--- config.mk ---
export PLATFORM = sky130hd
export DESIGN_NAME = riscv_hazard_unit
export DESIGN_NICKNAME = d
export VERILOG_FILES = /design/src/rtl/riscv_hazard_unit.sv
export SDC_FILE = /design/constraint.sdc
export NUM_CORES = 1
export LEC_CHECK = 0
export ABC_AREA = 1
export CORE_MARGIN = 1
export CORE_UTILIZATION = 34
export DETAILED_ROUTE_END_ITERATION = 7
export PLACE_DENSITY = 0.79
export SLEW_MARGIN = 10
export SYNTH_ARGS = -nofsm -noshare
export SYNTH_HDL_FRONTEND = slang
export SYNTH_SLANG_ARGS = --single-unit
--- constraint.sdc ---
create_clock -name clk -period 1.15 [get_ports clk]
set_input_delay 0.115 -clock clk [delete_from_list [all_inputs] [get_ports clk]]
set_output_delay 0.115 -clock clk [all_outputs]
set_load 0.005 [all_outputs]
--- src/rtl/riscv_hazard_unit.sv ---
// Hazard unit for a five-stage RISC-V pipeline: operand forwarding, load-use stalls, branch flushes.
// Optional statistics counters are built only when RISCV_HAZARD_STATS_EN is defined.
module riscv_hazard_unit #(
  parameter int RA_W     = 5,
  parameter int LOAD_LAT = 1,
  parameter int CNT_W    = 16
) (
  input  logic            clk,
  input  logic            rst,
  input  logic [RA_W-1:0] rs1D,
  input  logic [RA_W-1:0] rs2D,
  input  logic [RA_W-1:0] rs1E,
  input  logic [RA_W-1:0] rs2E,
  input  logic [RA_W-1:0] rdE,
  input  logic [RA_W-1:0] rdM,
  input  logic [RA_W-1:0] rdW,
  input  logic            regWriteM,
  input  logic            regWriteW,
  input  logic            loadE,
  input  logic            pcSrcE,
  output logic            stallF,
  output logic            stallD,
  output logic            flushD,
  output logic            flushE,
  output logic [1:0]      forwardAE,
  output logic [1:0]      forwardBE,
  output logic            busy
`ifdef RISCV_HAZARD_STATS_EN
  ,
  output logic [CNT_W-1:0] stallCnt,
  output logic [CNT_W-1:0] flushCnt
`endif
);

  typedef enum logic {IDLE, STALL} state_e;

  state_e     state_q, state_d;
  logic [2:0] rem_q, rem_d;
  logic       load_use;

  // M beats W because it holds the younger value; x0 is never forwarded.
  function automatic logic [1:0] fwd_sel(input logic [RA_W-1:0] rs);
    if (rs != '0 && rs == rdM && regWriteM)      return 2'b10;
    else if (rs != '0 && rs == rdW && regWriteW) return 2'b01;
    else                                         return 2'b00;
  endfunction

  always_comb begin
    forwardAE = fwd_sel(rs1E);
    forwardBE = fwd_sel(rs2E);
  end

  assign load_use = loadE && (rdE != '0) && ((rdE == rs1D) || (rdE == rs2D));

  always_comb begin
    state_d = state_q;
    rem_d   = rem_q;
    stallF  = 1'b0;
    stallD  = 1'b0;
    flushD  = 1'b0;
    flushE  = 1'b0;
    if (rst) begin
      state_d = IDLE;
      rem_d   = 3'd0;
      flushD  = 1'b1;
      flushE  = 1'b1;
    end else if (pcSrcE) begin
      // A resolved branch kills the stalled instruction, so any pending stall is moot.
      flushD  = 1'b1;
      flushE  = 1'b1;
      state_d = IDLE;
      rem_d   = 3'd0;
    end else begin
      case (state_q)
        IDLE: begin
          if (load_use) begin
            stallF = 1'b1;
            stallD = 1'b1;
            flushE = 1'b1;
            if (LOAD_LAT > 1) begin
              state_d = STALL;
              rem_d   = 3'(LOAD_LAT - 1);
            end
          end
        end
        STALL: begin
          stallF = 1'b1;
          stallD = 1'b1;
          flushE = 1'b1;
          rem_d  = rem_q - 3'd1;
          if (rem_q == 3'd1) state_d = IDLE;
        end
        default: state_d = IDLE;
      endcase
    end
  end

  always_ff @(posedge clk) begin
    state_q <= state_d;
    rem_q   <= rem_d;
  end

  assign busy = (state_q == STALL) && !rst;

`ifdef RISCV_HAZARD_STATS_EN
  logic [CNT_W-1:0] stall_cnt_q, stall_cnt_d;
  logic [CNT_W-1:0] flush_cnt_q, flush_cnt_d;

  // Both counters saturate at all-ones instead of wrapping.
  always_comb begin
    stall_cnt_d = stall_cnt_q;
    flush_cnt_d = flush_cnt_q;
    if (rst) begin
      stall_cnt_d = '0;
      flush_cnt_d = '0;
    end else begin
      if (stallD && stall_cnt_q != '1) stall_cnt_d = stall_cnt_q + CNT_W'(1);
      if (pcSrcE && flush_cnt_q != '1) flush_cnt_d = flush_cnt_q + CNT_W'(1);
    end
  end

  always_ff @(posedge clk) begin
    stall_cnt_q <= stall_cnt_d;
    flush_cnt_q <= flush_cnt_d;
  end

  assign stallCnt = stall_cnt_q;
  assign flushCnt = flush_cnt_q;
`endif

endmodule

Word-level counts from Yosys, hierarchy flattened
Index checks and enable logic that the tools add are counted.
W data, S select, Z words.
{"block": "word_totals", "latchBits": 0, "out_inout_bits": 9, "mem_bits_ro": 0, "memories": 0, "mem_bits_rw": 0, "reg_bits": 4, "in_bits": 41}
{"block": "op_classes", "shift": 0, "mux": 13, "order_cmp": 0, "n_eq_ne": 7, "div_mod_pow": 0, "addsub": 1, "n_reduce_logical": 18, "n_mul": 0, "bitwise_logic": 1}
{"op": "$eq A5 B5 Y1", "n": 6}
{"op": "$reduce_bool A5 Y1", "n": 3}
{"op": "$logic_and A1 B1 Y1", "n": 11}
{"op": "$mux W1", "n": 10}
{"op": "$mux W2", "n": 2}
{"op": "$eq A3 B1 Y1 const B", "n": 1}
{"op": "$reduce_or A3 Y1", "n": 1}
{"op": "$sub A3 B1 Y3 const B", "n": 1}
{"op": "$pmux W1 S2", "n": 1}
{"op": "$reduce_or A2 Y1", "n": 1}
{"op": "$logic_not A1 Y1", "n": 1}
{"op": "$logic_or A1 B1 Y1", "n": 1}
{"op": "$not A1 Y1", "n": 1}

Depth between registers and ports, before layout
Gate-level depths: netlist of run 1.
{"block": "depth", "ltp_word": 7, "ltp_mapped": 9, "mapped_depth_nobuf": 8}

Worst setup path after synthesis of run 1
No wires, ideal clock.
{"block": "synth_path", "kind": "input to output", "startpoint": "in rdE[2]", "endpoint": "out stallF", "setup_slack_ps": 199, "arrival_ps": 836, "t_required_ps": 1035, "n_path_buf": 1, "path_stages": 9, "path_cell_list": "inv_1 nand2_1 nand2_1 nor2_1 nand3_1 nand2_1 nand2_1 a21oi_1 buf_4"}
{"block": "synth_via", "elab_chain_len": 7}
{"element": "start: declaration", "line_no": "14", "text": "input logic [RA_W-1:0] rdE,"}
{"element": "$eq A5 B5 Y1 / $reduce_bool A5 Y1 (equally long branches)", "line_no": "53", "text": "assign load_use = loadE && (rdE != '0) && ((rdE == rs1D) || (rdE == rs2D));"}
{"element": "$logic_or A1 B1 Y1 / $logic_and A1 B1 Y1 (equally long branches)", "line_no": "53"}
{"element": "$logic_and A1 B1 Y1 *", "line_no": "53"}
{"element": "$mux W1 *"}
{"element": "$pmux W1 S2 *"}
{"element": "$mux W1 * (2 in series)"}
{"element": "end: declaration", "line_no": "21", "text": "output logic stallF,"}
Every way passes the cells marked *; elsewhere a longest branch is shown, timed or not.

Worst setup path in the final report of run 1
{"block": "layout_path", "startpoint": "in rdM[2]", "endpoint": "out forwardAE[1]"}
{"block": "layout_via", "elab_chain_len": 4}
{"element": "start: declaration", "line_no": "15", "text": "input logic [RA_W-1:0] rdM,"}
{"element": "$eq A5 B5 Y1", "line_no": "43", "text": "if (rs != '0 && rs == rdM && regWriteM) return 2'b10;"}
{"element": "$logic_and A1 B1 Y1 (2 in series)", "line_no": "43"}
{"element": "$mux W2", "line_no": "43"}
{"element": "end: declaration", "line_no": "25", "text": "output logic [1:0] forwardAE,"}
No other way between the ends.

==> results of run 1 <==
worst max-delay path by stage:
stage | endpoint | slack [ns] | depth (start not counted)
2_1_floorplan | stallF | 0.20 | 9
3_3_place_gp | stallF | -0.76 | 10
3_5_place_dp | stallD | -0.80 | 10
4_1_cts | stallD | 0.0002 | 7
5_1_grt | forwardAE[1] | -0.05 | 7
6_report | forwardAE[1] | 0.02 | 7
layout by cell type, fill, tap and decap left out, drive strengths merged:
cell,count
ha,2
o21ai,9
o22ai,2
inv,28
nor2,15
dlygate4sd2,10
clkdlybuf4s15,5
o211ai,1
clkbuf,20
nor3,3
nand3,5
a21oi,7
a211oi,1
xnor2,5
or2,2
nand2,39
dfxtp,4
nand4,5
dlymetal6s2s,1
buf,30
o211a,1
xor2,4
per-stage QoR:
| step | area (um^2) | total power [mW] | setup WS [ns] | setup TNS [ns] |
|---|---|---|---|---|
| after floorplan | 703.2 | 0.2679 | 0.1992 | 0 |
| after global placement | 1272 | 0.4751 | -0.7598 | -4.990 |
| after detailed placement | 1272 | 0.4808 | -0.7975 | -5.126 |
| after CTS | 1287 | 0.6299 | 0.0002165 | 0 |
| after global routing | 1280 | 0.6905 | -0.04955 | -0.1102 |
| final | 1280 | 0.6412 | 0.01831 | 0 |
worst min-delay path, delay by kind of cell:
| kind | cells | cell delay, ns |
|---|---|---|
| buffers and inverters | 3 | 0.37 |
| AND/OR/NAND/NOR | 1 | 0.05 |
| AO/OA/AOI/OAI | 1 | 0.03 |
what timing repair did:
action,CTS,global route
buffers inserted,6,1
endpoints found under the setup margin,9,7
gates resized for setup,126,45
pin swaps,34,28
power by group:
| group | switching, mW | internal, mW |
|---|---|---|
| Clock | 0.0499 | 0.116 |
| Sequential | 0 | 0.140 |
| Combinational | 0.159 | 0.177 |
| Total | 0.208 | 0.433 |
layout make-up:
| type | instances | area share, % |
|---|---|---|
| Multi-Input combinational cell | 101 | 44.09 |
| Timing Repair Buffer | 63 | 37.05 |
| Inverter | 28 | 8.211 |
| Sequential cell | 4 | 6.256 |
| Tap cell | 27 | 2.639 |
| Clock buffer | 3 | 1.760 |
cells by family after synthesis:
group	count (synthesis)	share of synthesized area [%]
xor+xnor	9	11.21
flops	4	11.39
fa+ha+maj	2	3.558
simple gates	69	41.10
buf+inv	29	16.01
compound gates	21	16.73
cell usage after synthesis:
| cell | instances | area, um^2 |
|---|---|---|
| sky130_fd_sc_hd__nand2_1 | 39 | 146.4 |
| sky130_fd_sc_hd__inv_1 | 28 | 105.1 |
| sky130_fd_sc_hd__nor2_1 | 14 | 52.55 |
| sky130_fd_sc_hd__o21ai_0 | 9 | 45.04 |
| sky130_fd_sc_hd__a21oi_1 | 7 | 35.03 |
| sky130_fd_sc_hd__nand3_1 | 5 | 25.02 |
| sky130_fd_sc_hd__nand4_1 | 5 | 31.28 |
| sky130_fd_sc_hd__xnor2_1 | 5 | 43.79 |
| sky130_fd_sc_hd__dfxtp_1 | 4 | 80.08 |
| sky130_fd_sc_hd__xor2_1 | 4 | 35.03 |
| sky130_fd_sc_hd__nor3_1 | 3 | 15.01 |
| sky130_fd_sc_hd__ha_1 | 2 | 25.02 |
| sky130_fd_sc_hd__o22ai_1 | 2 | 12.51 |
| sky130_fd_sc_hd__a211oi_1 | 1 | 7.510 |
| sky130_fd_sc_hd__buf_4 | 1 | 7.510 |
| sky130_fd_sc_hd__nor2_2 | 1 | 6.260 |
| sky130_fd_sc_hd__o211a_1 | 1 | 10.01 |
| sky130_fd_sc_hd__o211ai_1 | 1 | 7.510 |
| sky130_fd_sc_hd__or2_0 | 1 | 6.260 |
| sky130_fd_sc_hd__or2_2 | 1 | 6.260 |
registers in the layout, summed over array words and instances, names as in the netlist:
signal / flops
state_q: 1
rem_q: 3
routing by layer:
| metal | GRT usage (%) | part of all wire, % |
|---|---|---|
| met1 | 23.81 | 39 |
| met2 | 43.56 | 53 |
| met3 | 4.151 | 7.4 |
| met4 | 2.857 | 0.49 |
| met5 | 0 | 0 |
==> report_table.html, run 1 <==
<table>
<tr><th>Metric</th><th>Value</th></tr>
<tr><th colspan="2">Status</th></tr>
<tr><td>Status</td><td>finished, final reports clean</td></tr>
<tr><th colspan="2">Finish</th></tr>
<tr><td>Final core utilization</td><td>65.24%</td></tr>
<tr><td>Reg area</td><td>80.08 um^2</td></tr>
<tr><td>Filler Cells Inserted</td><td>212</td></tr>
<tr><td>Final antenna diode count</td><td>0</td></tr>
<tr><td>Multi-input logic area</td><td>between 500 and 600 um^2</td></tr>
<tr><td>Layout cell share with drive strength beyond 1</td><td>between 30% and 40%</td></tr>
<tr><td>Area Growth Syn to Fin</td><td>82.03%</td></tr>
<tr><td>Final Net Count</td><td>about 240</td></tr>
<tr><td>Post-Layout Cell Count</td><td>between 200 and 250</td></tr>
<tr><th colspan="2">Yosys</th></tr>
<tr><td>Register bit count reported by yosys</td><td>4</td></tr>
<tr><td>Distinct cells, synth</td><td>20</td></tr>
<tr><td>Share of synthesized area occupied by flip-flops and latches</td><td>11.39%</td></tr>
<tr><td>Mapped cell area</td><td>703.2 um^2</td></tr>
<tr><td>Average footprint of a synthesized cell</td><td>about 5.2 um^2</td></tr>
<tr><td>Number of synthesis warnings</td><td>0</td></tr>
<tr><td>Post-synthesis net count</td><td>177</td></tr>
<tr><td>Count of mapped cells out of synthesis</td><td>around 130</td></tr>
<tr><th colspan="2">Setup path</th></tr>
<tr><td>Slowest cell on crit path</td><td>sky130_fd_sc_hd__or2_2</td></tr>
<tr><td>Worst reg-to-reg path cell count</td><td>5</td></tr>
<tr><td>Startpoint type of the worst setup path</td><td>primary input</td></tr>
<tr><td>Reg2Reg Launch Point</td><td>rem_q[0]$_SDFFE_PP0P_</td></tr>
<tr><td>Flop-to-flop setup slack</td><td>0.23 ns</td></tr>
<tr><td>Top cell family by delay on the critical path</td><td>buffers and inverters</td></tr>
<tr><td>Max incr delay on CP</td><td>0.26 ns</td></tr>
<tr><td>Required time worst endpoint</td><td>1.03 ns</td></tr>
<tr><td>CP Max Fanout</td><td>2</td></tr>
<tr><td>Buffering stage count on the worst path with inverters included</td><td>4</td></tr>
<tr><td>Critical setup path kind</td><td>primary input to primary output</td></tr>
<tr><td>Start point of the critical path</td><td>rdM[2]</td></tr>
<tr><td>Worst reg2reg endpoint</td><td>rem_q[2]$_SDFFE_PP0P_</td></tr>
<tr><td>Category of the worst setup path capture point</td><td>primary output</td></tr>
<tr><td>Critical-path cell list</td><td>clkdlybuf4s15_2, inv_1, or2_2, nand4_1, nor2_2, buf_4, buf_6</td></tr>
<tr><td>CP arrival</td><td>1.02 ns</td></tr>
<tr><th colspan="2">Die</th></tr>
<tr><td>Number of I/O pins</td><td>50</td></tr>
<tr><td>Die H</td><td>47.48 um</td></tr>
<tr><td>Number of rows created at floorplan</td><td>16</td></tr>
<tr><td>Die width</td><td>47.48 um</td></tr>
<tr><td>Total Die Area</td><td>around 0.0023 mm^2</td></tr>
<tr><td>Starting Density</td><td>35.84%</td></tr>
<tr><td>CORE AREA</td><td>around 0.0020 mm^2</td></tr>
<tr><th colspan="2">CTS</th></tr>
<tr><td>CTS Buffer Depth</td><td>2</td></tr>
<tr><td>Total clock buffers created by CTS</td><td>3</td></tr>
<tr><td>Number of buffers added to fix hold violations after cts</td><td>0</td></tr>
<tr><td>CTS tree</td><td>built</td></tr>
<tr><td>Insertion delay of the later-clocked pin in the worst-skew pair</td><td>0.23 ns</td></tr>
<tr><td>Worst-path clk slew</td><td>0.03 ns</td></tr>
<tr><td>Maximum level of the CTS H-tree</td><td>1</td></tr>
<tr><td>Clock root buffer master</td><td>sky130_fd_sc_hd__clkbuf_4</td></tr>
<tr><td>TritonCTS Sinks</td><td>4</td></tr>
<tr><th colspan="2">Pwr</th></tr>
<tr><td>Highest ir drop seen on vdd</td><td>roughly 0.43 mV</td></tr>
<tr><td>Power density over the cells</td><td>501.0 mW/mm^2</td></tr>
<tr><td>Static Leak</td><td>0.7190 nW</td></tr>
<tr><th colspan="2">STA</th></tr>
<tr><td>RSZ-0062 raised after global routing</td><td>true</td></tr>
<tr><td>Final setup violation count</td><td>0</td></tr>
<tr><td>Crit share post-route</td><td>98.41%</td></tr>
<tr><td>Final hold violations</td><td>0</td></tr>
<tr><td>Post-route worst hold slack</td><td>0.3901 ns</td></tr>
<tr><td>Fmax</td><td>883.6 MHz</td></tr>
<tr><td>Clock period minus worst slack</td><td>1.132 ns</td></tr>
<tr><td>Measured slew at the worst slew-check pin</td><td>about 0.20 ns</td></tr>
<tr><td>Worst rel slew slack</td><td>approximately 86%</td></tr>
<tr><td>Clock skew</td><td>about 0.0035 ns</td></tr>
<tr><td>Final number of max-transition violations</td><td>0</td></tr>
<tr><th colspan="2">Hold path</th></tr>
<tr><td>Type of the worst min-delay path</td><td>primary input to flip-flop</td></tr>
<tr><td>Worst min-delay path startpoint</td><td>pcSrcE</td></tr>
<tr><td>Cell depth of the worst hold path</td><td>5</td></tr>
<tr><td>Hold worst-path end</td><td>state_q$_SDFF_PP0_</td></tr>
<tr><th colspan="2">Routing</th></tr>
<tr><td># DRC</td><td>0</td></tr>
<tr><td>ANT nets after route</td><td>0</td></tr>
<tr><td>Vias/cell</td><td>4.726</td></tr>
<tr><td>Number of search-and-repair iterations in the first detailed-routing pass</td><td>4</td></tr>
<tr><td>Total wire length after detailed routing</td><td>between 2000 and 2500 um</td></tr>
<tr><td>Number of DRC markers after the initial detailed-route iteration</td><td>18</td></tr>
<tr><td>Total vias in the final route</td><td>1,068</td></tr>
<tr><td>Average wire per cell in the routed design</td><td>10.76 um</td></tr>
<tr><th colspan="2">Placed design</th></tr>
<tr><td>Final RePlAce weighted congestion</td><td>0.7731</td></tr>
<tr><td>Cell total after placement</td><td>216</td></tr>
<tr><td>Half-perimeter wire length after detailed placement</td><td>1842 um</td></tr>
<tr><td>Buffers added on ports</td><td>49</td></tr>
<tr><th colspan="2">Global route</th></tr>
<tr><td>Total overflow reported by the global router</td><td>0</td></tr>
<tr><td>Vias in the first global route</td><td>approximately 940</td></tr>
<tr><td>Pin count of the biggest net entering global routing</td><td>5</td></tr>
<tr><td>Wire length of the first global-routing pass</td><td>3539 um</td></tr>
<tr><td>GRT Resource Usage Total</td><td>21.77%</td></tr>
<tr><td>Number of antenna violations at the first check in global routing</td><td>0</td></tr>
<tr><th colspan="2">Run</th></tr>
<tr><td>Max cap viols</td><td>0</td></tr>
</table>
No activity file was read; power rests on OpenSTA's default activity.
==> run 2, diff against run 1 <==
--- a/config.mk
+++ b/config.mk
@@ -14,3 +14,4 @@
 export SYNTH_ARGS = -nofsm -noshare
 export SYNTH_HDL_FRONTEND = slang
 export SYNTH_SLANG_ARGS = --single-unit
+export TNS_END_PERCENT = 20
==> run 2 against run 1 <==
  * Register-to-register slack about the same
  * Non-clock buffer count fell by 6
  * First-iteration DRC count down 22%
  * Worst setup slack gained 0.025 ns
  * Via count fell by 4.9%
  * Design area fell by 5.0%
  * Count of clock-buffer cells in the layout unchanged
  * Die area unchanged
  * Highest routed layer is now met3
  * Core utilization shrank 3.3 points
  * Sequential cell count unchanged
  * Final cell count decreased by 2.7%
==> report_table.html, run 2 (synthesis gave the netlist of run 1 again) <==
<table>
<tr><th>Metric</th><th>Value</th></tr>
<tr><th colspan="2">CTS</th></tr>
<tr><td>TritonCTS Sinks</td><td>4</td></tr>
<tr><td>Maximum level of the CTS H-tree</td><td>1</td></tr>
<tr><td>Worst-path clk slew</td><td>0.03 ns</td></tr>
<tr><td>Total clock buffers created by CTS</td><td>3</td></tr>
<tr><td>Clock root buffer master</td><td>sky130_fd_sc_hd__clkbuf_4</td></tr>
<tr><td>Insertion delay of the later-clocked pin in the worst-skew pair</td><td>0.23 ns</td></tr>
<tr><td>CTS Buffer Depth</td><td>2</td></tr>
<tr><td>CTS tree</td><td>built</td></tr>
<tr><th colspan="2">Die</th></tr>
<tr><td>Die H</td><td>47.48 um</td></tr>
<tr><td>CORE AREA</td><td>0.001962 mm^2</td></tr>
<tr><td>Die width</td><td>47.48 um</td></tr>
<tr><td>Number of I/O pins</td><td>50</td></tr>
<tr><td>Starting Density</td><td>between 30% and 40%</td></tr>
<tr><td>Total Die Area</td><td>around 0.0023 mm^2</td></tr>
<tr><td>Number of rows created at floorplan</td><td>16</td></tr>
<tr><th colspan="2">Finish</th></tr>
<tr><td>Top reg by flops</td><td>rem_q</td></tr>
<tr><td>Leading cell type in the layout, fill and taps excluded</td><td>sky130_fd_sc_hd__nand2_1</td></tr>
<tr><td>Final core utilization</td><td>61.99%</td></tr>
<tr><td>Cell area after layout</td><td>0.001216 mm^2</td></tr>
<tr><td>Leading cell types in the layout, fill and taps excluded</td><td>sky130_fd_sc_hd__nand2_1, sky130_fd_sc_hd__clkbuf_2, sky130_fd_sc_hd__inv_1, sky130_fd_sc_hd__nor2_1, sky130_fd_sc_hd__buf_4</td></tr>
<tr><td>Final Net Count</td><td>238</td></tr>
<tr><td>Top Registers</td><td>rem_q (3), state_q (1)</td></tr>
<tr><td>Area Growth Syn to Fin</td><td>72.95%</td></tr>
<tr><td>Max FFs per register</td><td>3</td></tr>
<tr><td>Post-Layout Cell Count</td><td>220</td></tr>
<tr><td>Layout cell share with drive strength beyond 1</td><td>approximately 34%</td></tr>
<tr><td>Final antenna diode count</td><td>0</td></tr>
<tr><th colspan="2">Setup path</th></tr>
<tr><td>Buffering stage count on the worst path with inverters included</td><td>2</td></tr>
<tr><td>CP Max Fanout</td><td>3</td></tr>
<tr><td>Category of the worst setup path capture point</td><td>primary output</td></tr>
<tr><td>CP arrival</td><td>0.99 ns</td></tr>
<tr><td>Top cell family by delay on the critical path</td><td>simple AND/OR/NAND/NOR gates</td></tr>
<tr><td>Worst reg2reg endpoint</td><td>rem_q[2]$_SDFFE_PP0P_</td></tr>
<tr><td>Slowest cell on crit path</td><td>sky130_fd_sc_hd__or2_0</td></tr>
<tr><td>Critical setup path kind</td><td>primary input to primary output</td></tr>
<tr><td>Startpoint type of the worst setup path</td><td>primary input</td></tr>
<tr><td>Max incr delay on CP</td><td>0.22 ns</td></tr>
<tr><td>Start point of the critical path</td><td>rdM[3]</td></tr>
<tr><td>Endpoint of the most critical setup path</td><td>forwardAE[0]</td></tr>
<tr><td>Flop-to-flop setup slack</td><td>between 0.2 and 0.25 ns</td></tr>
<tr><td>Required time worst endpoint</td><td>1.03 ns</td></tr>
<tr><td>Critical-path cell list</td><td>buf_6, or2_0, a21oi_1, nand4_1, nor2_2, nor2_1, buf_2</td></tr>
<tr><td>Worst reg-to-reg path cell count</td><td>5</td></tr>
<tr><td>Reg2Reg Launch Point</td><td>rem_q[0]$_SDFFE_PP0P_</td></tr>
<tr><td>Worst path depth</td><td>7</td></tr>
<tr><th colspan="2">Global route</th></tr>
<tr><td>GRT Resource Usage Total</td><td>21.01%</td></tr>
<tr><td>Number of antenna violations at the first check in global routing</td><td>0</td></tr>
<tr><td>Wire length of the first global-routing pass</td><td>3381 um</td></tr>
<tr><td>Vias in the first global route</td><td>just under 900</td></tr>
<tr><td>Pin count of the biggest net entering global routing</td><td>6</td></tr>
<tr><td>Total overflow reported by the global router</td><td>0</td></tr>
<tr><th colspan="2">Routing</th></tr>
<tr><td>Average wire per cell in the routed design</td><td>10.44 um</td></tr>
<tr><td>Number of DRC markers after the initial detailed-route iteration</td><td>14</td></tr>
<tr><td>Number of search-and-repair iterations in the first detailed-routing pass</td><td>4</td></tr>
<tr><td>ANT nets after route</td><td>0</td></tr>
<tr><td>Total vias in the final route</td><td>1,016</td></tr>
<tr><td>Vias/cell</td><td>4.618</td></tr>
<tr><td># DRC</td><td>0</td></tr>
<tr><td>Total wire length after detailed routing</td><td>2296 um</td></tr>
<tr><th colspan="2">STA</th></tr>
<tr><td>Fmax</td><td>between 900 and 1000 MHz</td></tr>
<tr><td>Final number of max-transition violations</td><td>0</td></tr>
<tr><td>Post-route worst hold slack</td><td>0.2682 ns</td></tr>
<tr><td>Final setup violation count</td><td>0</td></tr>
<tr><td>Final hold violations</td><td>0</td></tr>
<tr><td>Setup TNS Final</td><td>0 ns</td></tr>
<tr><td>RSZ-0062 raised after global routing</td><td>true</td></tr>
<tr><td>Clock period minus worst slack</td><td>between 1 and 1.5 ns</td></tr>
<tr><td>Worst rel slew slack</td><td>88.81%</td></tr>
<tr><td>Measured slew at the worst slew-check pin</td><td>0.1669 ns</td></tr>
<tr><td>Clock skew</td><td>0.003459 ns</td></tr>
<tr><td>Crit share post-route</td><td>96.26%</td></tr>
<tr><th colspan="2">Pwr</th></tr>
<tr><td>Highest ir drop seen on vdd</td><td>between 0.4 and 0.5 mV</td></tr>
<tr><td>Power density over the cells</td><td>510.7 mW/mm^2</td></tr>
<tr><td>Static Leak</td><td>0.6860 nW</td></tr>
<tr><th colspan="2">Status</th></tr>
<tr><td>Status</td><td>finished, final reports clean</td></tr>
<tr><th colspan="2">Placed design</th></tr>
<tr><td>Buffers added on ports</td><td>49</td></tr>
<tr><td>Half-perimeter wire length after detailed placement</td><td>1842 um</td></tr>
<tr><td>Cell total after placement</td><td>216</td></tr>
<tr><td>Final RePlAce weighted congestion</td><td>approximately 0.77</td></tr>
<tr><td>Post-Place Cell Area</td><td>0.001272 mm^2</td></tr>
<tr><th colspan="2">Run</th></tr>
<tr><td>Max cap viols</td><td>0</td></tr>
<tr><th colspan="2">Hold path</th></tr>
<tr><td>Type of the worst min-delay path</td><td>primary input to flip-flop</td></tr>
</table>
-- run 2: changes by cell type in the layout (fill, tap and decap cells not counted), sizes merged --
cell           previous run  this run
dlymetal6s2s              1         2
clkdlybuf4s15             5         7
dlygate4sd2              10         7
clkbuf                   20        23
buf                      30        21
-- run 2: what timing repair did --
item / CTS / global route
hold buffers: 0 / 0
endpoints found under the setup margin: 9 / 8
gates resized for setup: 94 / 73
buffers inserted: 1 / 0
pin swaps: 17 / 38
hold endpoints to repair: 0 / 0
-- run 2: how the worst min path moves through the flow --
stage	slack, ns	from	cells after the start	endpoint
after detailed placement	0.48	rem_q[2]$_SDFFE_PP0P_	2	rem_q[2]$_SDFFE_PP0P_
after CTS	0.39	rst	5	state_q$_SDFF_PP0_
after global routing	0.32	pcSrcE	5	state_q$_SDFF_PP0_
final	0.27	pcSrcE	5	state_q$_SDFF_PP0_
after floorplan	0.26	rst	1	busy
after global placement	0.48	rem_q[2]$_SDFFE_PP0P_	2	rem_q[2]$_SDFFE_PP0P_
-- run 2: area by class of cell --
| cell class | count | area, um^2 |
|---|---|---|
| well taps | 27 | 33.78 |
| flip-flops and latches | 4 | 80.08 |
| repair buffers | 57 | 407.9 |
| inverters | 28 | 105.1 |
| fillers | 218 | 745.7 |
| multi-input cells | 101 | 566.8 |
| clock buffers | 3 | 22.52 |
-- run 2: tightest hold or removal path, cell delays in order --
cell and delay [ns]:
sky130_fd_sc_hd__dlymetal6s2s_1 0.10, sky130_fd_sc_hd__nor2_2 0.04, sky130_fd_sc_hd__inv_1 0.06, sky130_fd_sc_hd__buf_4 0.10, sky130_fd_sc_hd__a211oi_1 0.03
-- run 2: through the flow --
stage	power [mW]	setup WS, ns
2_1_floorplan	0.2679	0.1992
4_1_cts	0.6168	-0.1278
3_3_place_gp	0.4751	-0.7598
6_report	0.6211	0.04300
3_5_place_dp	0.4808	-0.7975
5_1_grt	0.6696	-0.0006181
-- run 2: where the power goes --
part	internal, mW	total, mW	switching (mW)	leakage, nW
clock	0.116	0.166	0.0497	0.0138
combinational	0.161	0.316	0.154	0.640
sequential	0.140	0.140	0	0.0322
total	0.417	0.621	0.204	0.686
-- run 2: routing by layer --
metal	GRT usage (%)	share of wire (%)
met5	0	0
met4	2.286	0
met3	4.151	6.9
met2	42.47	53
met1	22.73	40
